**src/rtl/mem_arb_pkg.sv**
```systemverilog
// Shared encodings for the single-port memory arbiter: FSM states, owner ids, wait counter width.
package mem_arb_pkg;
  typedef enum logic [1:0] {
    ST_IDLE  = 2'd0,
    ST_ISSUE = 2'd1,
    ST_WAIT  = 2'd2,
    ST_RESP  = 2'd3
  } state_e;

  typedef enum logic {
    OWN_INST = 1'b0,
    OWN_DATA = 1'b1
  } owner_e;

  localparam int LAT_CNT_W = 4;
endpackage

```
**src/rtl/mem_port_arbiter_arb_pick.sv**
```systemverilog
// Two-way request picker: fixed priority (data first) by default, round-robin when ARB_RR_EN is defined.
module arb_pick
  import mem_arb_pkg::*;
(
  input  logic [1:0] req,
`ifdef ARB_RR_EN
  input  owner_e     last_grant,
`endif
  output logic [1:0] gnt
);
  logic prefer_data;

`ifdef ARB_RR_EN
  assign prefer_data = (last_grant == OWN_INST);
`else
  assign prefer_data = 1'b1;
`endif

  // bit 0 = instruction side, bit 1 = data side
  always_comb begin
    gnt = '0;
    if (req == 2'b11) gnt = prefer_data ? 2'b10 : 2'b01;
    else              gnt = req;
  end
endmodule

```
**src/rtl/mem_port_arbiter.sv**
```systemverilog
// Arbitrates IF and MEM requesters onto one synchronous SRAM, one transaction at a time.
// Define ARB_RR_EN for round-robin on conflicts; otherwise data always beats fetch.
module mem_port_arbiter
  import mem_arb_pkg::*;
#(
  parameter int ADDR_W  = 32,
  parameter int DATA_W  = 32,
  parameter int MEM_LAT = 1
) (
  input  logic                clk,
  input  logic                resetn,
  input  logic                inst_req,
  input  logic [ADDR_W-1:0]   inst_addr,
  output logic                inst_gnt,
  output logic                inst_rvalid,
  output logic [DATA_W-1:0]   inst_rdata,
  input  logic                data_req,
  input  logic                data_we,
  input  logic [DATA_W/8-1:0] data_wstrb,
  input  logic [ADDR_W-1:0]   data_addr,
  input  logic [DATA_W-1:0]   data_wdata,
  output logic                data_gnt,
  output logic                data_rvalid,
  output logic [DATA_W-1:0]   data_rdata,
  output logic                mem_en,
  output logic [DATA_W/8-1:0] mem_we,
  output logic [ADDR_W-1:0]   mem_addr,
  output logic [DATA_W-1:0]   mem_wdata,
  input  logic [DATA_W-1:0]   mem_rdata
);
  localparam int STRB_W = DATA_W / 8;
  localparam logic [LAT_CNT_W-1:0] LAT_C = LAT_CNT_W'(MEM_LAT);

  generate
    if (MEM_LAT < 1 || MEM_LAT > 15) begin : g_bad_lat
      $error("mem_port_arbiter: MEM_LAT must be in 1..15");
    end
  endgenerate

  state_e               state;
  owner_e               owner_q;
  logic [ADDR_W-1:0]    addr_q;
  logic                 we_q;
  logic [STRB_W-1:0]    wstrb_q;
  logic [DATA_W-1:0]    wdata_q;
  logic [LAT_CNT_W-1:0] cnt_q;
  logic [DATA_W-1:0]    inst_rdata_q;
  logic [DATA_W-1:0]    data_rdata_q;
  logic [1:0]           pick;
  logic                 idle;
  logic                 issue;

`ifdef ARB_RR_EN
  owner_e last_grant_q;
`endif

  arb_pick u_pick (
    .req        ({data_req, inst_req}),
`ifdef ARB_RR_EN
    .last_grant (last_grant_q),
`endif
    .gnt        (pick)
  );

  assign idle  = (state == ST_IDLE);
  assign issue = (state == ST_ISSUE);

  always_ff @(posedge clk or negedge resetn) begin
    if (!resetn) begin
      state        <= ST_IDLE;
      owner_q      <= OWN_INST;
      addr_q       <= '0;
      we_q         <= 1'b0;
      wstrb_q      <= '0;
      wdata_q      <= '0;
      cnt_q        <= '0;
      inst_rdata_q <= '0;
      data_rdata_q <= '0;
`ifdef ARB_RR_EN
      last_grant_q <= OWN_INST;
`endif
    end else begin
      case (state)
        ST_IDLE: begin
          if (|pick) begin
            state <= ST_ISSUE;
            if (pick[1]) begin
              owner_q <= OWN_DATA;
              addr_q  <= data_addr;
              we_q    <= data_we;
              wstrb_q <= data_wstrb;
              wdata_q <= data_wdata;
            end else begin
              owner_q <= OWN_INST;
              addr_q  <= inst_addr;
              we_q    <= 1'b0;
              wstrb_q <= '0;
              wdata_q <= '0;
            end
`ifdef ARB_RR_EN
            last_grant_q <= pick[1] ? OWN_DATA : OWN_INST;
`endif
          end
        end
        ST_ISSUE: begin
          cnt_q <= LAT_CNT_W'(1);
          state <= ST_WAIT;
        end
        ST_WAIT: begin
          // read data is only valid on the exact MEM_LAT-th cycle after mem_en
          if (cnt_q == LAT_C) begin
            if (owner_q == OWN_DATA) data_rdata_q <= we_q ? '0 : mem_rdata;
            else                     inst_rdata_q <= mem_rdata;
            state <= ST_RESP;
          end else begin
            cnt_q <= cnt_q + LAT_CNT_W'(1);
          end
        end
        default: state <= ST_IDLE;
      endcase
    end
  end

  assign inst_gnt    = idle & pick[0];
  assign data_gnt    = idle & pick[1];
  assign inst_rvalid = (state == ST_RESP) && (owner_q == OWN_INST);
  assign data_rvalid = (state == ST_RESP) && (owner_q == OWN_DATA);
  assign inst_rdata  = inst_rdata_q;
  assign data_rdata  = data_rdata_q;
  assign mem_en      = issue;
  assign mem_we      = (issue && we_q) ? wstrb_q : '0;
  assign mem_addr    = issue ? addr_q : '0;
  assign mem_wdata   = issue ? wdata_q : '0;
endmodule

```
**config.mk**
```make
export PLATFORM = sky130hd
export DESIGN_NAME = mem_port_arbiter
export DESIGN_NICKNAME = d
export VERILOG_FILES = /design/src/rtl/mem_arb_pkg.sv /design/src/rtl/mem_port_arbiter_arb_pick.sv /design/src/rtl/mem_port_arbiter.sv
export SDC_FILE = /design/constraint.sdc
export NUM_CORES = 1
export LEC_CHECK = 0
export BUFFER_PORTS_ARGS = -buffer_cell sky130_fd_sc_hd__buf_4
export CAP_MARGIN = 20
export CORE_MARGIN = 3
export CORE_UTILIZATION = 48
export DETAILED_ROUTE_END_ITERATION = 6
export GPL_ROUTABILITY_DRIVEN = 0
export PLACE_DENSITY_LB_ADDON = 0.12
export SLEW_MARGIN = 20
export SYNTH_ARGS = -nofsm -noshare
export SYNTH_HDL_FRONTEND = slang
export SYNTH_SLANG_ARGS = --single-unit
export TNS_END_PERCENT = 30
```
**constraint.sdc**
```tcl
create_clock -name clk -period 2.5 [get_ports clk]
set_input_delay 0.75 -clock clk [delete_from_list [all_inputs] [get_ports clk]]
set_output_delay 0.75 -clock clk [all_outputs]
set_load 0.02 [all_outputs]
```
==> results.sh <==
export IMPL_synth_most_common_cell="dfrtp_1"
export IMPL_routedWlPerCell_um=16.7
export IMPL_grt_use_total=0.233
export IMPL_status="complete, no violations"
export IMPL_grt_max_degree=65
export IMPL_die_area_um2=15200
export IMPL_clock_tree_buffer_depth=2
export IMPL_synth_edf_count=0
export IMPL_clockPowerShare=0.212
export IMPL_p_switching_w=0.00450
export IMPL_grt_pass1_vias=5446
export IMPL_syn_to_final_growth_pct=43.7
export IMPL_max_cap_violations=0
export IMPL_syn_avg_cell_area_um2=11.1
export IMPL_tightest_slew_ps=533
export IMPL_leakage_nw=4.91
export IMPL_yosysSeqAreaShare=0.532
export IMPL_hold_class="in -> async"
export IMPL_drive_above_1_share=0.451
export IMPL_cp_end_kind="primary output"
export IMPL_clock_skew_final_ps=8.97
export IMPL_ant_nets=0
export IMPL_setup_tns_ps=0
export IMPL_cts_htree_levels=4
export IMPL_hold_violations=0
export IMPL_ir_worst_vdd_mv=0.696
export IMPL_crit_required_ps=1750
export IMPL_clock_root_buffer="clkbuf_16"
export IMPL_final_nets=1007
export IMPL_rsz0062_at_grt="false"
export IMPL_crit_path_max_incr_delay_ps=430
export IMPL_start_kind="register"
export IMPL_seq_power_share=0.326
export IMPL_ys_top_cells_by_area="dfrtp_1 53%, mux2_4 6.8%, and2_1 6.3%"
export IMPL_core_um2=13300
export IMPL_hold_buffers=0
export IMPL_setup_viol=0
export IMPL_pwr_density_cell_nw_per_um2=1290
export IMPL_drtPass1Iterations=4
export IMPL_intPower_w=0.00768
export IMPL_path_cells="inv_2, ha_4, buf_12, and3_1, buf_4"
export IMPL_gr_total_overflow=0
export IMPL_die_h_um=123
export IMPL_drc_errors=0
export IMPL_layout_min_cycle_time_ps=2380
export IMPL_syn_nets=740
export IMPL_clk_pin_slew_ps=50
export IMPL_antenna_found_initial=0
export IMPL_row_count=42
export IMPL_ys_ff_latch=140
export IMPL_multi_input_area_um2=2890
export IMPL_syn_area_um2=6590
export IMPL_seq_area_um2=3500
export IMPL_num_vias=5258
export IMPL_cts_tree="done"
export IMPL_yosysWarnings=0
export IMPL_period_share=0.954
export IMPL_worst_path_buf_inv=3
export IMPL_max_freq_mhz=419
export IMPL_synth_top_cell_area_share=0.532
export IMPL_insertion_delay_ps=420
export IMPL_port_buffers=273
export IMPL_io_pins=274
export IMPL_worstSetupPathType="reg -> out"
export IMPL_synth_cell_types=32
export IMPL_critPathTopFamily="flip-flops"
export IMPL_yosysTopAreaCell="dfrtp_1"
export IMPL_fill_cells=1004
export IMPL_synthFlopType="dfrtp_1"
export IMPL_relSlewSlack=0.645
export IMPL_syn_inst=595
export IMPL_grt_pass1_wl_mm=27.2
export IMPL_drt_initial_drc_count=297
export IMPL_place_hpwl_mm=12.4
export IMPL_drv_slew=0
export IMPL_antenna_cells=0
export IMPL_comb_power_share=0.462
export IMPL_synthTopCellsByCount="140 x dfrtp_1, 109 x nand2_1, 66 x and2_1"
export IMPL_avgViaCountPerCell=5.00
export IMPL_stdcell_count=1051
export IMPL_numCtsBuffers=17
export IMPL_switching_share=0.370
export IMPL_arrival_ps=1630
export IMPL_synthArstFlopShare=1.00
export IMPL_die_w_um=123
export IMPL_dp_cells=1018
export IMPL_clock_sinks=140
export IMPL_crit_slowest_cell="dfrtp_2"
export IMPL_wl_mm=17.5
export IMPL_initial_core_util=0.493
export IMPL_crit_fanout=26
-- registers in the layout, indices dropped and copies added (netlist names) --
register and cells:
addr_q 32, owner_q 1, state 2, cnt_q 4, wstrb_q 4, we_q 1
data_rdata 32, wdata_q 32, inst_rdata 32
-- cells in the final DEF (no fill, tap or decap), types with 2 or more instances in the layout --
cell and count:
inv_1 2, buf_4 282, mux2i_1 34, bufinv_16 4
and2_1 64, clkinv_2 6, clkbuf_1 2, nand2_1 109
nor2b_1 34, and3_1 4, and2_4 2, clkinvlp_4 2
mux2_4 30, o21ai_0 36, buf_12 4, mux2_2 35
nand3_1 38, nor2_1 3, ha_1 7, dfrtp_1 139
clkbuf_16 18
-- final cells by class --
class,count,area share
timing repair buffer,288,0.236
tap,176,0.0233
clock buffer,19,0.0457
clock inverter,13,0.0184
inverter,3,0.00119
sequential,140,0.370
multi-input combinational,412,0.305
-- per-stage QoR --
stage | hold slack [ps] | worst slack, ps | area, µm² | total power [W] | utilization
after floorplan | 431 | 203 | 6590 | 0.00736 | -
after global placement | 441 | 452 | 8800 | 0.00934 | 0.659
after detailed placement | 449 | 425 | 8800 | 0.00954 | 0.659
after CTS | 281 | 29.2 | 9430 | 0.0122 | 0.706
after global routing | 289 | 6.67 | 9460 | 0.0129 | 0.709
final | 263 | 116 | 9460 | 0.0122 | 0.709
-- power by group through the flow --
stage	Combinational [W]	Sequential (W)	Clock [W]
6_report	0.00563	0.00397	0.00258
3_3_place_gp	0.00542	0.00392	0
5_1_grt	0.00611	0.00410	0.00273
2_1_floorplan	0.00287	0.00450	0
4_1_cts	0.00562	0.00397	0.00263
3_5_place_dp	0.00557	0.00397	0
-- kinds of logic after synthesis --
kind of cell / synth area share
buffers and inverters: 0.0340
flip-flops: 0.532
AO/OA/AOI/OAI: 0.0331
AND/OR/NAND/NOR: 0.206
multiplexers: 0.180
adder cells (fa/ha/maj): 0.0152
-- worst paths after layout --
check                           cells past startpoint             end         from  slack [ps]
worst max-delay path                                5       mem_we[2]     state[1]         120
worst min-delay path                                1     wdata_q[12]       resetn         260
worst max register to register                      6   inst_rdata[0]     state[0]         390
worst min register to register                      2     wdata_q[25]  wdata_q[25]         460
max in group asynchronous                           2  inst_rdata[24]       resetn        1580
min in group clk                                    2     wdata_q[25]  wdata_q[25]         460
-- metal layers --
| layer | vias to the layer above | part of all wire | track usage |
|---|---|---|---|
| li1 | 2498 | - | - |
| met2 | 184 | 0.52 | 0.413 |
| met5 | - | 0 | 0 |
| met4 | 0 | 0.017 | 0.0810 |
| met1 | 2556 | 0.38 | 0.268 |
| met3 | 20 | 0.076 | 0.0677 |
-- timing repair --
action	4_1_cts	5_1_grt
resized for setup	3	5
hold endpoints to repair	0	0
endpoints found under the setup margin	4	56
buffers inserted	0	0
pin swaps	0	0
gates cloned	0	1
Note: power is estimated with default switching activity, not from simulation.
